`src/rtl/duck_spawner.sv`:
```
// Sequences one duck's life: random spawn delay, random lane and direction,
// horizontal flight, then a fall when shot or an escape at the screen edge.
module duck_spawner #(
   parameter int RAND_W     = 2,
   parameter int X_W        = 8,
   parameter int Y_W        = 7,
   parameter int X_MAX      = 152,
   parameter int X_STEP     = 4,
   parameter int LANE0_Y    = 8,
   parameter int LANE_STEP  = 16,
   parameter int GROUND_Y   = 104,
   parameter int FALL_STEP  = 4,
   parameter int DELAY_UNIT = 8,
   parameter int CNT_W      = 8
) (
   input  logic              clk,
   input  logic              resetn,
   input  logic              game_en,
   input  logic              move_tick,
   input  logic [RAND_W-1:0] rand_in,
   input  logic              hit,
   output logic              rand_next,
   output logic              duck_active,
   output logic              duck_falling,
   output logic              duck_dir,
   output logic [X_W-1:0]    duck_x,
   output logic [Y_W-1:0]    duck_y,
   output logic              spawned,
   output logic              escaped,
   output logic              downed
);

   typedef enum logic [2:0] {
      S_IDLE,
      S_WAIT,
      S_LANE,
      S_DIR,
      S_FLY,
      S_FALL
   } state_t;

   state_t           state_q, state_d;
   logic [CNT_W-1:0] delay_q, delay_d;
   logic [X_W-1:0]   x_q, x_d;
   logic [Y_W-1:0]   y_q, y_d;
   logic             dir_q, dir_d;
   logic             active_q, active_d;
   logic             falling_q, falling_d;
   logic             rand_next_q, rand_next_d;
   logic             spawned_q, spawned_d;
   logic             escaped_q, escaped_d;
   logic             downed_q, downed_d;

   // One bit of headroom so edge and ground compares never see a wrapped value
   logic [X_W:0]     x_inc;
   logic [Y_W:0]     y_inc;

   assign x_inc = {1'b0, x_q} + (X_W+1)'(X_STEP);
   assign y_inc = {1'b0, y_q} + (Y_W+1)'(FALL_STEP);

   always_comb begin
      state_d     = state_q;
      delay_d     = delay_q;
      x_d         = x_q;
      y_d         = y_q;
      dir_d       = dir_q;
      active_d    = active_q;
      falling_d   = falling_q;
      rand_next_d = 1'b0;
      spawned_d   = 1'b0;
      escaped_d   = 1'b0;
      downed_d    = 1'b0;

      if (!game_en) begin
         state_d   = S_IDLE;
         delay_d   = '0;
         active_d  = 1'b0;
         falling_d = 1'b0;
      end else begin
         unique case (state_q)
            S_IDLE: begin
               delay_d     = (CNT_W'(rand_in) + CNT_W'(1)) * CNT_W'(DELAY_UNIT);
               rand_next_d = 1'b1;
               state_d     = S_WAIT;
            end
            S_WAIT: begin
               if (move_tick) begin
                  if (delay_q == CNT_W'(1)) begin
                     rand_next_d = 1'b1;
                     state_d     = S_LANE;
                  end
                  delay_d = delay_q - CNT_W'(1);
               end
            end
            S_LANE: begin
               // rand_next is high during this cycle, so DIR samples a fresh value
               y_d     = Y_W'((Y_W+1)'(LANE0_Y) + (Y_W+1)'(rand_in) * (Y_W+1)'(LANE_STEP));
               state_d = S_DIR;
            end
            S_DIR: begin
               dir_d     = rand_in[0];
               x_d       = rand_in[0] ? '0 : X_W'(X_MAX);
               spawned_d = 1'b1;
               active_d  = 1'b1;
               state_d   = S_FLY;
            end
            S_FLY: begin
               if (hit) begin
                  falling_d = 1'b1;
                  state_d   = S_FALL;
               end else if (move_tick) begin
                  if (dir_q) begin
                     if (x_inc > (X_W+1)'(X_MAX)) begin
                        escaped_d = 1'b1;
                        active_d  = 1'b0;
                        state_d   = S_IDLE;
                     end else begin
                        x_d = x_inc[X_W-1:0];
                     end
                  end else begin
                     if (x_q < X_W'(X_STEP)) begin
                        escaped_d = 1'b1;
                        active_d  = 1'b0;
                        state_d   = S_IDLE;
                     end else begin
                        x_d = x_q - X_W'(X_STEP);
                     end
                  end
               end
            end
            S_FALL: begin
               if (move_tick) begin
                  if (y_inc >= (Y_W+1)'(GROUND_Y)) begin
                     y_d       = Y_W'(GROUND_Y);
                     downed_d  = 1'b1;
                     active_d  = 1'b0;
                     falling_d = 1'b0;
                     state_d   = S_IDLE;
                  end else begin
                     y_d = y_inc[Y_W-1:0];
                  end
               end
            end
            default: state_d = S_IDLE;
         endcase
      end
   end

   always_ff @(posedge clk or negedge resetn) begin
      if (!resetn) begin
         state_q     <= S_IDLE;
         delay_q     <= '0;
         x_q         <= '0;
         y_q         <= '0;
         dir_q       <= 1'b0;
         active_q    <= 1'b0;
         falling_q   <= 1'b0;
         rand_next_q <= 1'b0;
         spawned_q   <= 1'b0;
         escaped_q   <= 1'b0;
         downed_q    <= 1'b0;
      end else begin
         state_q     <= state_d;
         delay_q     <= delay_d;
         x_q         <= x_d;
         y_q         <= y_d;
         dir_q       <= dir_d;
         active_q    <= active_d;
         falling_q   <= falling_d;
         rand_next_q <= rand_next_d;
         spawned_q   <= spawned_d;
         escaped_q   <= escaped_d;
         downed_q    <= downed_d;
      end
   end

   assign rand_next    = rand_next_q;
   assign duck_active  = active_q;
   assign duck_falling = falling_q;
   assign duck_dir     = dir_q;
   assign duck_x       = x_q;
   assign duck_y       = y_q;
   assign spawned      = spawned_q;
   assign escaped      = escaped_q;
   assign downed       = downed_q;

endmodule
```
`config.mk`:
```
export PLATFORM = sky130hd
export DESIGN_NAME = duck_spawner
export DESIGN_NICKNAME = d
export VERILOG_FILES = /design/src/rtl/duck_spawner.sv
export SDC_FILE = /design/constraint.sdc
export NUM_CORES = 1
export LEC_CHECK = 0
export BUFFER_PORTS_ARGS = -buffer_cell sky130_fd_sc_hd__clkbuf_2
export CAP_MARGIN = 0
export CORE_MARGIN = 4
export CORE_UTILIZATION = 35
export DETAILED_ROUTE_END_ITERATION = 12
export GPL_TIMING_DRIVEN = 0
export PLACE_DENSITY_LB_ADDON = 0.05
export SYNTH_ARGS = -nofsm -noshare
export SYNTH_HDL_FRONTEND = slang
export SYNTH_SLANG_ARGS = --single-unit
```
`constraint.sdc`:
```
create_clock -name clk -period 5.6 [get_ports clk]
set_input_delay 1.12 -clock clk [delete_from_list [all_inputs] [get_ports clk]]
set_output_delay 1.12 -clock clk [all_outputs]
set_load 0.02 [all_outputs]
```
# --- Word-level counts from Yosys, hierarchy flattened ---
# Cells that the tools add are included.
op_classes:
  addsub: 6
  n_lt_le_gt_ge: 3
  reduce_logical: 10
  mux: 53
  n_eq_ne: 26
op_table:
  columns: ["cell", "n"]
  rows:
  - ["$mux W8", 8]
  - ["$pmux W8 S2", 2]
  - ["$mux W3", 10]
  - ["$ne A3 B3 Y1 const B", 9]
  - ["$mux W1", 26]
  - ["$pmux W3 S6", 1]
  - ["$mux W7", 2]
  - ["$pmux W7 S2", 1]
  - ["$reduce_and A7 Y1", 2]
  - ["$ne A4 B4 Y1 const B", 3]
  - ["$ne A5 B5 Y1 const B", 2]
  - ["$add A8 B3 Y9 const B", 1]
  - ["$gt A9 B8 Y1 const B", 1]
  - ["$add A7 B3 Y8 const B", 1]
  - ["$eq A8 B1 Y1 const B", 1]
  - ["$ge A8 B7 Y1 const B", 1]
  - ["$lt A8 B3 Y1 const B", 1]
  - ["$sub A8 B1 Y8 const B", 1]
  - ["$sub A8 B3 Y8 const B", 1]
  - ["$add A4 B6 Y7 const A", 1]
  - ["$eq A3 B2 Y1 const B", 2]
  - ["$eq A3 B3 Y1 const B", 2]
  - ["$ne A2 B2 Y1 const B", 3]
  - ["$ne A3 B1 Y1 const B", 2]
  - ["other kinds (11)", 14]
totals:
  in_bits: 7
  output_inout_bits: 22
  wordCells: 109
  regBits: 33

# --- Longest topological paths before layout ---
# Gate-level depths: netlist of run 1.
depth:
  depth_word: 8
  ltp_mapped: 9
  ltp_nobuf: 8

# --- Least setup slack after synthesis of run 1 ---
# Ideal clock, no wire load.
synth_path:
  path_type: "input -> register"
  startpoint: "in move_tick"
  endpoint: "reg x_q[6], in the netlist duck_x[6]"
  stages: 6
  arrival_time_ns: 2.289
  path_slack_ns: 3.191
  t_required_ns: 5.479
  path_buffers: 1
  setup_ns: 0.121
  path_cell_list: "clkbuf_1 > nand2_1 > o41ai_1 > o311a_4 > nand2_1 > a22o_1"
synth_via:
  elab_chain_cells: 2
synth_lines:
  columns: ["item", "line_no", "rtl"]
  rows:
  - ["from (decl)", "19", "input logic move_tick,"]
  - ["$ne A2 B2 Y1 (no source line)", null, null]
  - ["$reduce_and A6 Y1 (no source line)", null, null]
  - ["to (signal assigned)", "153", "x_q <= '0;"]
  - ["to (signal assigned)", "165", "x_q <= x_d;"]
  - ["to (decl)", "44", "logic [X_W-1:0] x_q, x_d;"]
# No other way between the ends.
# A chain may end at the register's enable or synchronous reset.

# --- Worst setup path in the final report of run 1 ---
layout_path:
  startpoint: "in move_tick"
  endpoint: "reg x_q[7], in the netlist duck_x[7]"
# The elaborated chain is that of the path after synthesis.

==> results_dict.tcl, run 1 <==
set metrics [dict create \
    drc 0 \
    drtAntennaViolNets 0 \
    wl_per_cell_microns 14.2 \
    p_per_area_mw_per_mm2 466 \
    yosys_warnings 0 \
    startpoint "move_tick" \
    grt_max_degree 30 \
    worstSetupPathType "primary input to flip-flop" \
    fin_crit_sh_pct 45.5 \
    stdcell_area_sq_mm 0.00229 \
    setup_tns_ns 0 \
    syn_inst 242 \
    power_mw 1.07 \
    clock_path_buffers 2 \
    finalCriticalPeriod_ns 2.55 \
    hold_violations 0 \
    cts_sinks 29 \
    clk_latency_ns 0.28 \
    synthArstFlopShare_pct 100 \
    swShare_pct 46.7 \
    path_buf_inv 3 \
    synth_area_leaders "dfrtp_1, nand2_1, ha_1, o21ai_0, a21oi_1" \
    cp_max_fo 10 \
    drv_slew 0 \
    cts_resized 0 \
    cts_tree "built" \
    first_pass_iters 4 \
    yosys_register_bits 29 \
    max_freq_mhz 393 \
    synth_flop_cell "dfrtp_1" \
    dieArea_sq_mm 0.00695 \
    cpPeakStageDelay_ns 0.36 \
    p_clk_share_pct 15.9 \
    share_seq_of_total_power_pct 32.9 \
    layout-drive-gt1-share_pct 15.9 \
    fin_cells 349 \
    outcome "finished clean" \
    seq_area_frac_synth_pct 36.5 \
    switchingPower_mw 0.498 \
    synth-edff-count 0 \
    h-tree-depth 2 \
    synth_top_area_cell "dfrtp_1" \
    rsz0062_at_grt "false" \
    finClkSkew_ns 0.00437 \
    cp.required_ns 5.80 \
    p_int_mw 0.569 \
    drtIter0Drc 108 \
    dpl_cell_area_sq_mm 0.00221 \
    synth_top_cell_area_share_pct 36.5 \
    area_growth_pct 15.2 \
    grt_pass1_vias 1690 \
    die_h_microns 83.4 \
    max-cap-violations 0 \
    placementRows 27 \
    clk_pin_slew_ns 0.06 \
    numPlacedInstances 341 \
    postCtsSetupRepairBufs 0 \
    hold_start "delay_q[6]" \
    vdd_drop_max_mv 0.187 \
    final_util_pct 41.6 \
    end_kind "flip-flop" \
    drt_wl_total_microns 4940 \
    worst_path_max_delay_cell "clkbuf_1" \
    power_frac_comb_pct 51.2 \
    worst_ep_arrival_time_ns 2.74 \
    cts_buffers 5 \
    nNetsFinal 291 \
    crit_chain "clkbuf_2 > clkbuf_1 > nand2_1 > o41ai_1 > o311a_4 > buf_6 > a21oi_1 > a21oi_1" \
    grt_overflow_total 0 \
    finalSetupViolCount 0 \
    vias 1832 \
    worstReg2RegStart "duck_y[3]" \
    gp_congestion 0.839 \
    start_kind "primary input" \
    worst_pin_slew_ns 0.884 \
    core_sq_mm 0.00551 \
    io_pins 29 \
    vias_per_cell 5.25 \
    maxSlewHeadroom_pct 40.6 \
    hold_buffers 0 \
    grt_pass1_wl_microns 8430 \
    grt_usage_pct 14.8 \
    clk_root_buffer_cell "clkbuf_8" \
    avgSynthCellArea_sq_um 8.22 \
    numPortBuffers 24 \
    start_util_pct 36.1 \
    yosysUniqueCellTypes 54 \
    antenna_found_initial 0 \
    cp_common_cell "a21oi_1" \
    holdCritPathClass "flip-flop to flip-flop" \
    syn-cell-area_sq_mm 0.00199 \
    dp_hpwl_microns 3610 \
    crit_family "compound AO/OA/AOI/OAI gates" \
    n_antenna_cell 0 \
    p_leak_nw 1.04 \
    dieWidth_microns 83.4 \
]
==> cells by family after synthesis <==
kind of cell | Yosys count | share of synthesized area, %
AO/OA/AOI/OAI | 65 | 20.6
XOR/XNOR | 3 | 1.32
adder cells (fa/ha/maj) | 8 | 5.03
buffers and inverters | 26 | 6.54
flip-flops | 29 | 36.5
multiplexers | 5 | 2.64
other | 1 | 0.189
AND/OR/NAND/NOR | 105 | 27.2
==> synthesized netlist by cell type, types with 2 or more instances <==
cell       n
nand2_1   32
dfrtp_1   29
o21ai_0   20
a21oi_1   16
nor2_1    15
nor3_1    11
clkbuf_1   9
nand3_1    9
and3_1     8
ha_1       8
inv_1      8
nor4_1     7
o21ai_1    5
buf_4      4
nor3b_1    4
a22o_1     3
a31oi_1    3
mux2i_1    3
nor2b_1    3
nor4b_1    3
a41oi_1    2
buf_2      2
buf_6      2
nand2b_1   2
o22ai_1    2
or2_2      2
or3_1      2
xnor2_1    2
==> area by class of cell <==
| cell class | instances | area (sq um) |
|---|---|---|
| buffer | 17 | 96.3 |
| inverter | 9 | 33.8 |
| tap | 72 | 90.1 |
| clock buffer | 8 | 80.1 |
| fill | 561 | 3220 |
| multi-input combinational | 190 | 1140 |
| sequential | 29 | 726 |
| timing repair buffer | 24 | 120 |
==> power by group through the flow <==
stage	logic [mW]	registers [mW]	clock network, mW
6_report	0.546	0.351	0.170
2_1_floorplan	0.365	0.384	0
3_5_place_dp	0.547	0.354	0
3_3_place_gp	0.548	0.354	0
4_1_cts	0.550	0.351	0.177
5_1_grt	0.616	0.363	0.184
==> cells in the final DEF, fill, tap and decap left out, types with 7 or more instances in the layout <==
master,netlist,routed
a21oi_1,16,16
and3_1,8,8
clkbuf_1,9,12
clkbuf_2,0,24
dfrtp_1,29,29
ha_1,8,8
inv_1,8,8
nand2_1,32,32
nand3_1,9,9
nor2_1,15,15
nor3_1,11,11
nor4_1,7,7
o21ai_0,20,20
==> routing by layer <==
metal | global-route usage [%] | up-vias | share of wire (%)
li1 | - | 939 | -
met1 | 22.3 | 854 | 53
met2 | 20.8 | 35 | 42
met3 | 3.17 | 4 | 4.1
met4 | 4.46 | 0 | 0.99
met5 | 0 | - | 0
==> path summary, 6_finish.rpt <==
path / endpoint / slack, ns / cells past startpoint
setup reg to reg: duck_active / 3.20 / 8
max in group asynchronous: delay_q[6] / 4.24 / 1
hold / removal: delay_q[6] / 0.48 / 1
min in group asynchronous: duck_x[5] / 0.89 / 1
hold reg to reg: delay_q[6] / 0.48 / 1
setup / recovery: duck_x[7] / 3.05 / 8
==> through the flow <==
stage,setup WS [ns],hold slack [ns]
after global routing,2.85,0.519
after detailed placement,2.79,0.475
after floorplan,3.19,0.445
final,3.05,0.483
after global placement,2.79,0.466
after CTS,3.05,0.487
==> flip-flops by register name (all words and copies together), names as in the netlist <==
signal        flops
duck_dir          1
duck_falling      1
escaped           1
duck_active       1
delay_q           8
duck_y            5
downed            1
rand_next         1
spawned           1
state_q           3
duck_x            6
No activity file was read; power rests on OpenSTA's default activity.
==> inputs of run 2 (changes only) <==
==> constraint.sdc (replaced) <==
create_clock -name clk -period 2.16 [get_ports clk]
set_input_delay 0.432 -clock clk [delete_from_list [all_inputs] [get_ports clk]]
set_output_delay 0.432 -clock clk [all_outputs]
set_load 0.02 [all_outputs]
==> run 2 against run 1 <==
Combinational power rose to 2.9 times the previous value. Cell area is 6.9% higher. Via count grew 6.2%. Power increased to 2.8 times the previous value. Register-to-register slack worse by 3.1 ns. Worst setup slack worse by 3.0 ns. Die area unchanged. Global-route usage increased by 0.30 points. First-iteration DRC count grew 25%. Critical path depth decreased by 1. Highest routed layer unchanged.
==> results_dict.tcl, run 2 (synthesis results as in run 1) <==
set metrics [dict create \
    cts_sinks 29 \
    top_register "delay_q" \
    vias_per_cell 5.45 \
    area_growth_pct 23.1 \
    start_util_pct 36.1 \
    power_frac_comb_pct 54.4 \
    share_seq_of_total_power_pct 31.1 \
    swShare_pct 46.3 \
    cp_max_fo 7 \
    ff2ff_path_depth 7 \
    switchingPower_mw 1.37 \
    stdcell_area_sq_mm 0.00245 \
    rsz0062_at_grt "true" \
    max-cap-violations 0 \
    h-tree-depth 2 \
    numPortBuffers 24 \
    die_h_microns 83.4 \
    worst_ep_arrival_time_ns 2.25 \
    fin_ws_ns 0.0750 \
    r2r_slack_ns 0.08 \
    worst_pin_slew_ns 0.916 \
    final_common_cell "nand2_1" \
    vias 1945 \
    grt_pass1_vias 1744 \
    layout-drive-gt1-share_pct 24.6 \
    finalCriticalPeriod_ns 2.08 \
    grt_pass1_wl_microns 8600 \
    start_kind "flip-flop" \
    cp.required_ns 2.33 \
    gp_congestion 0.817 \
    dieWidth_microns 83.4 \
    n_antenna_cell 0 \
    dp_hpwl_microns 3620 \
    p_leak_nw 1.10 \
    drt_wl_total_microns 5160 \
    largest_register_ffs 8 \
    clk_pin_slew_ns 0.06 \
    grt_max_degree 30 \
    core_sq_mm 0.00551 \
    grt_overflow_total 0 \
    crit_chain "inv_2 > ha_4 > a221oi_2 > o311a_1 > o311a_4 > buf_8 > a22o_1" \
    fin_crit_sh_pct 96.5 \
    cpPeakStageDelay_ns 0.45 \
    dieArea_sq_mm 0.00695 \
    hold_violations 0 \
    cts_tree "built" \
    wl_per_cell_microns 14.5 \
    first_pass_iters 5 \
    drv_slew 0 \
    outcome "finished clean" \
    p_int_mw 1.59 \
    grt_usage_pct 15.1 \
    end_kind "flip-flop" \
    place_ws_ns -0.0475 \
    mostFrequentLayoutCells "nand2_1, dfrtp_1, clkbuf_2" \
    finalSetupViolCount 0 \
    setup_tns_ns 0 \
    p_per_area_mw_per_mm2 1210 \
    worstSetupPathType "flip-flop to flip-flop" \
    p_clk_share_pct 14.5 \
    vdd_drop_max_mv 0.543 \
    cts_buffers 5 \
    io_pins 29 \
    drtAntennaViolNets 0 \
    clk_latency_ns 0.28 \
    nNetsFinal 299 \
    finClkSkew_ns 0.00361 \
    hold_buffers 0 \
    placementRows 27 \
    dpl_cell_area_sq_mm 0.00222 \
    clk_root_buffer_cell "clkbuf_8" \
    drtIter0Drc 135 \
    holdCritPathClass "primary input to async pin" \
    max_freq_mhz 480 \
    worst_path_max_delay_cell "dfrtp_2" \
    antenna_found_initial 0 \
    clock_path_buffers 2 \
    maxSlewHeadroom_pct 38.4 \
    drc 0 \
]
## run 2: metal layers
layer  part of all wire, %  track usage, %  wire length [microns]  vias to the layer above
met1                    50            21.7                   2560                      910
met4                   1.5            4.46                     76                        0
met2                    45            22.4                   2320                       65
met3                   4.0            3.27                    209                        7
li1                      -               -                      -                      963
met5                     0               0                      0                        -
## run 2: per-stage QoR
stage	total power [mW]	instances	utilization, %	hold WS [ns]
5_1_grt	3.24	357	44.4	0.276
3_5_place_dp	2.35	341	40.3	0.479
6_report	2.96	357	44.4	0.212
2_1_floorplan	1.95	245	-	0.136
3_3_place_gp	2.36	341	40.3	0.471
4_1_cts	2.83	353	42.5	0.239
## run 2: what timing repair did
item                       in CTS  in global routing
resized for setup               2                 14
setup buffers                   4                  3
pin swaps                       1                  4
setup endpoints to repair       9                 17
gates cloned                    0                  1
## run 2: worst paths after layout
path	startpoint	end
worst max-delay path	duck_x[3]	duck_x[5]
worst max register to register	duck_x[3]	duck_x[5]
max in group asynchronous	resetn	duck_x[2]
min in group clk	delay_q[6]	delay_q[6]
worst min-delay path	resetn	delay_q[0]
worst min register to register	delay_q[6]	delay_q[6]
## run 2: power groups by stage
stage	Combinational [mW]	Sequential, mW	Clock (mW)
after global placement	1.44	0.921	0
final	1.61	0.922	0.428
after global routing	1.81	0.952	0.477
after detailed placement	1.43	0.923	0
after floorplan	0.950	1.00	0
after CTS	1.47	0.904	0.457
## run 2: worst max-delay path: cells and delay by family, from the launching register on
| family | cells | cell delay (ns) |
|---|---|---|
| buf+inv | 2 | 0.22 |
| fa+ha+maj | 1 | 0.28 |
| flops | 1 | 0.45 |
| compound gates | 4 | 1.01 |
## run 2: area by class of cell
type / count / area [sq um]
clock buffer: 6 / 72.6
inverter: 9 / 33.8
buffer: 17 / 100
tap: 72 / 90.1
sequential: 29 / 731
multi-input combinational: 190 / 1210
clock inverter: 2 / 10.0
timing repair buffer: 32 / 201
fill: 546 / 3060
==> inputs of run 3 (changes only) <==
--- a/config.mk
+++ b/config.mk
@@ -8,10 +8,12 @@
 export BUFFER_PORTS_ARGS = -buffer_cell sky130_fd_sc_hd__clkbuf_2
 export CAP_MARGIN = 0
 export CORE_MARGIN = 4
-export CORE_UTILIZATION = 35
+export CORE_UTILIZATION = 51
+export CTS_BUF_LIST = sky130_fd_sc_hd__clkbuf_8 sky130_fd_sc_hd__clkbuf_16
 export DETAILED_ROUTE_END_ITERATION = 12
 export GPL_TIMING_DRIVEN = 0
 export PLACE_DENSITY_LB_ADDON = 0.05
+export SETUP_SLACK_MARGIN = 0.2
 export SYNTH_ARGS = -nofsm -noshare
 export SYNTH_HDL_FRONTEND = slang
 export SYNTH_SLANG_ARGS = --single-unit
==> run 3 against run 2 <==
Clock power decreased by 4%. Maximum frequency grew 5.2%. Combinational power increased by 9.9%. Critical path depth unchanged. Power up 4.5%. Sequential cell count is the same. Critical endpoint unchanged.
==> results_dict.tcl, run 3 (synthesis results as in run 1) <==
set metrics [dict create \
    worstSetupPathType "flip-flop to flip-flop" \
    clk_pin_slew_ns 0.06 \
    cts_tree "built" \
    crit_chain "clkbuf_4 > nand3b_1 > a21oi_2 > o311a_4 > o311a_4 > buf_6 > a22o_1" \
    grt_overflow_total 0 \
    area_growth_pct 26.3 \
    end_kind "flip-flop" \
    finClkSkew_ns 0.00273 \
    antenna_found_initial 0 \
    clock_path_buffers 2 \
    clk_root_buffer_cell "clkbuf_8" \
    max_freq_mhz 505 \
    h-tree-depth 2 \
    grt_use_met1_pct 29.2 \
    cpPeakStageDelay_ns 0.43 \
    grt_usage_pct 20.2 \
    hold_violations 0 \
    path_buf_inv 2 \
    cts_buffers 5 \
    p_leak_nw 1.14 \
    power_mw 3.09 \
    holdCritPathClass "primary input to async pin" \
    drc 0 \
    rsz0062_at_grt "true" \
    multiInputGateArea_sq_mm 0.00127 \
    start_kind "flip-flop" \
    finalSetupViolCount 0 \
    numPortBuffers 24 \
    drtAntennaViolNets 0 \
    hold_buffers 0 \
    busiest_layer "met1" \
    gr-usage-met3_pct 4.75 \
    max-cap-violations 0 \
    numPlacedInstances 317 \
    final_common_cell "nand2_1" \
    gp_congestion 0.842 \
    dieArea_sq_mm 0.00496 \
    core_sq_mm 0.00372 \
    fill_cells 309 \
    cts_sinks 29 \
    grt_pass1_vias 1742 \
    reg2reg_to "duck_x[5]" \
    ff2ff_path_depth 7 \
    dieWidth_microns 70.4 \
    top_register "delay_q" \
    cp_common_cell "o311a_4" \
    wl_per_cell_microns 14.3 \
    worst_path_max_delay_cell "dfrtp_1" \
    die_h_microns 70.4 \
    start_util_pct 53.5 \
    cp.required_ns 2.33 \
    io_pins 29 \
    grt_max_degree 30 \
    dp_hpwl_microns 3280 \
    n_antenna_cell 0 \
    grt_pass1_wl_microns 8110 \
    mostFrequentLayoutCells "nand2_1, clkbuf_2, dfrtp_1" \
    worstReg2RegStart "duck_x[4]" \
    drv_slew 0 \
    r2r_slack_ns 0.18 \
    layout-drive-gt1-share_pct 29.2 \
    fin_crit_sh_pct 91.8 \
    vdd_drop_max_mv 0.697 \
    maxSlewHeadroom_pct 40.5 \
    seqCellArea_sq_um 732 \
    clk_latency_ns 0.28 \
    p_per_area_mw_per_mm2 1230 \
    vias_per_cell 5.71 \
    grt_use_met2_pct 28.9 \
    drt_wl_total_microns 4850 \
    nNetsFinal 305 \
    finalCriticalPeriod_ns 1.98 \
    crit_family "compound AO/OA/AOI/OAI gates" \
    first_pass_iters 4 \
    fin_cells 339 \
    drtIter0Drc 247 \
    cp_max_fo 10 \
    vias 1937 \
    largest_register_ffs 8 \
    worst_ep_arrival_time_ns 2.15 \
    placementRows 22 \
    outcome "finished clean" \
    worst_pin_slew_ns 0.886 \
]
==> run 3: metal layers <==
layer / vias to the layer above / share of wire [%]
met3: 6 / 5.7
met5: - / 0
met1: 902 / 49
li1: 969 / -
met2: 60 / 44
met4: 0 / 1.5
==> run 3: where the power goes <==
part | internal (mW) | switching [mW]
Combinational | 0.761 | 1.01
Sequential | 0.715 | 0.202
Clock | 0.214 | 0.195
==> run 3: worst max path at each step <==
| stage | start | to | slack, ns | cells past startpoint |
|---|---|---|---|---|
| 6_report | duck_x[4] | duck_x[5] | 0.18 | 7 |
| 4_1_cts | duck_x[3] | duck_x[7] | 0.17 | 7 |
| 3_3_place_gp | duck_y[2] | duck_active | -0.001 | 7 |
| 5_1_grt | duck_x[4] | duck_x[6] | 0.12 | 7 |
| 2_1_floorplan | duck_x[2] | duck_x[6] | 0.16 | 7 |
| 3_5_place_dp | duck_y[2] | duck_active | 0.02 | 7 |
==> run 3: cell type report <==
cell class              count  area share (%)
well taps                  48            2.39
clock buffers               5            2.74
plain buffers              17            4.04
clock inverters             3           0.448
inverters                   9            1.35
repair buffers             38            9.27
flip-flops and latches     29            29.1
multi-input cells         190            50.6
==> run 3: worst register-to-register path: stages (launching register included) <==
cell      delay (ns)
dfrtp_1         0.43
clkbuf_4        0.22
nand3b_1        0.12
a21oi_2         0.07
o311a_4         0.37
o311a_4         0.34
buf_6           0.15
a22o_1          0.17
==> run 3: repair_timing <==
action                                  in CTS  in global routing
pin swaps                                    4                  3
gates resized for setup                      4                 22
endpoints found under the setup margin      12                 14
gates cloned                                 1                  0
buffers inserted                             8                  5
==> run 3: per-stage QoR <==
stage          cell area, sq um  setup WS [ns]  TNS [ns]  hold WS (ns)  utilization [%]
2_1_floorplan              2030          0.164         0         0.136                -
3_3_place_gp               2210       -0.00142  -0.00142         0.465             59.5
3_5_place_dp               2210         0.0212         0         0.467             59.5
4_1_cts                    2380          0.172         0         0.218             64.0
5_1_grt                    2510          0.118         0         0.254             67.6
6_report                   2510          0.178         0         0.194             67.6
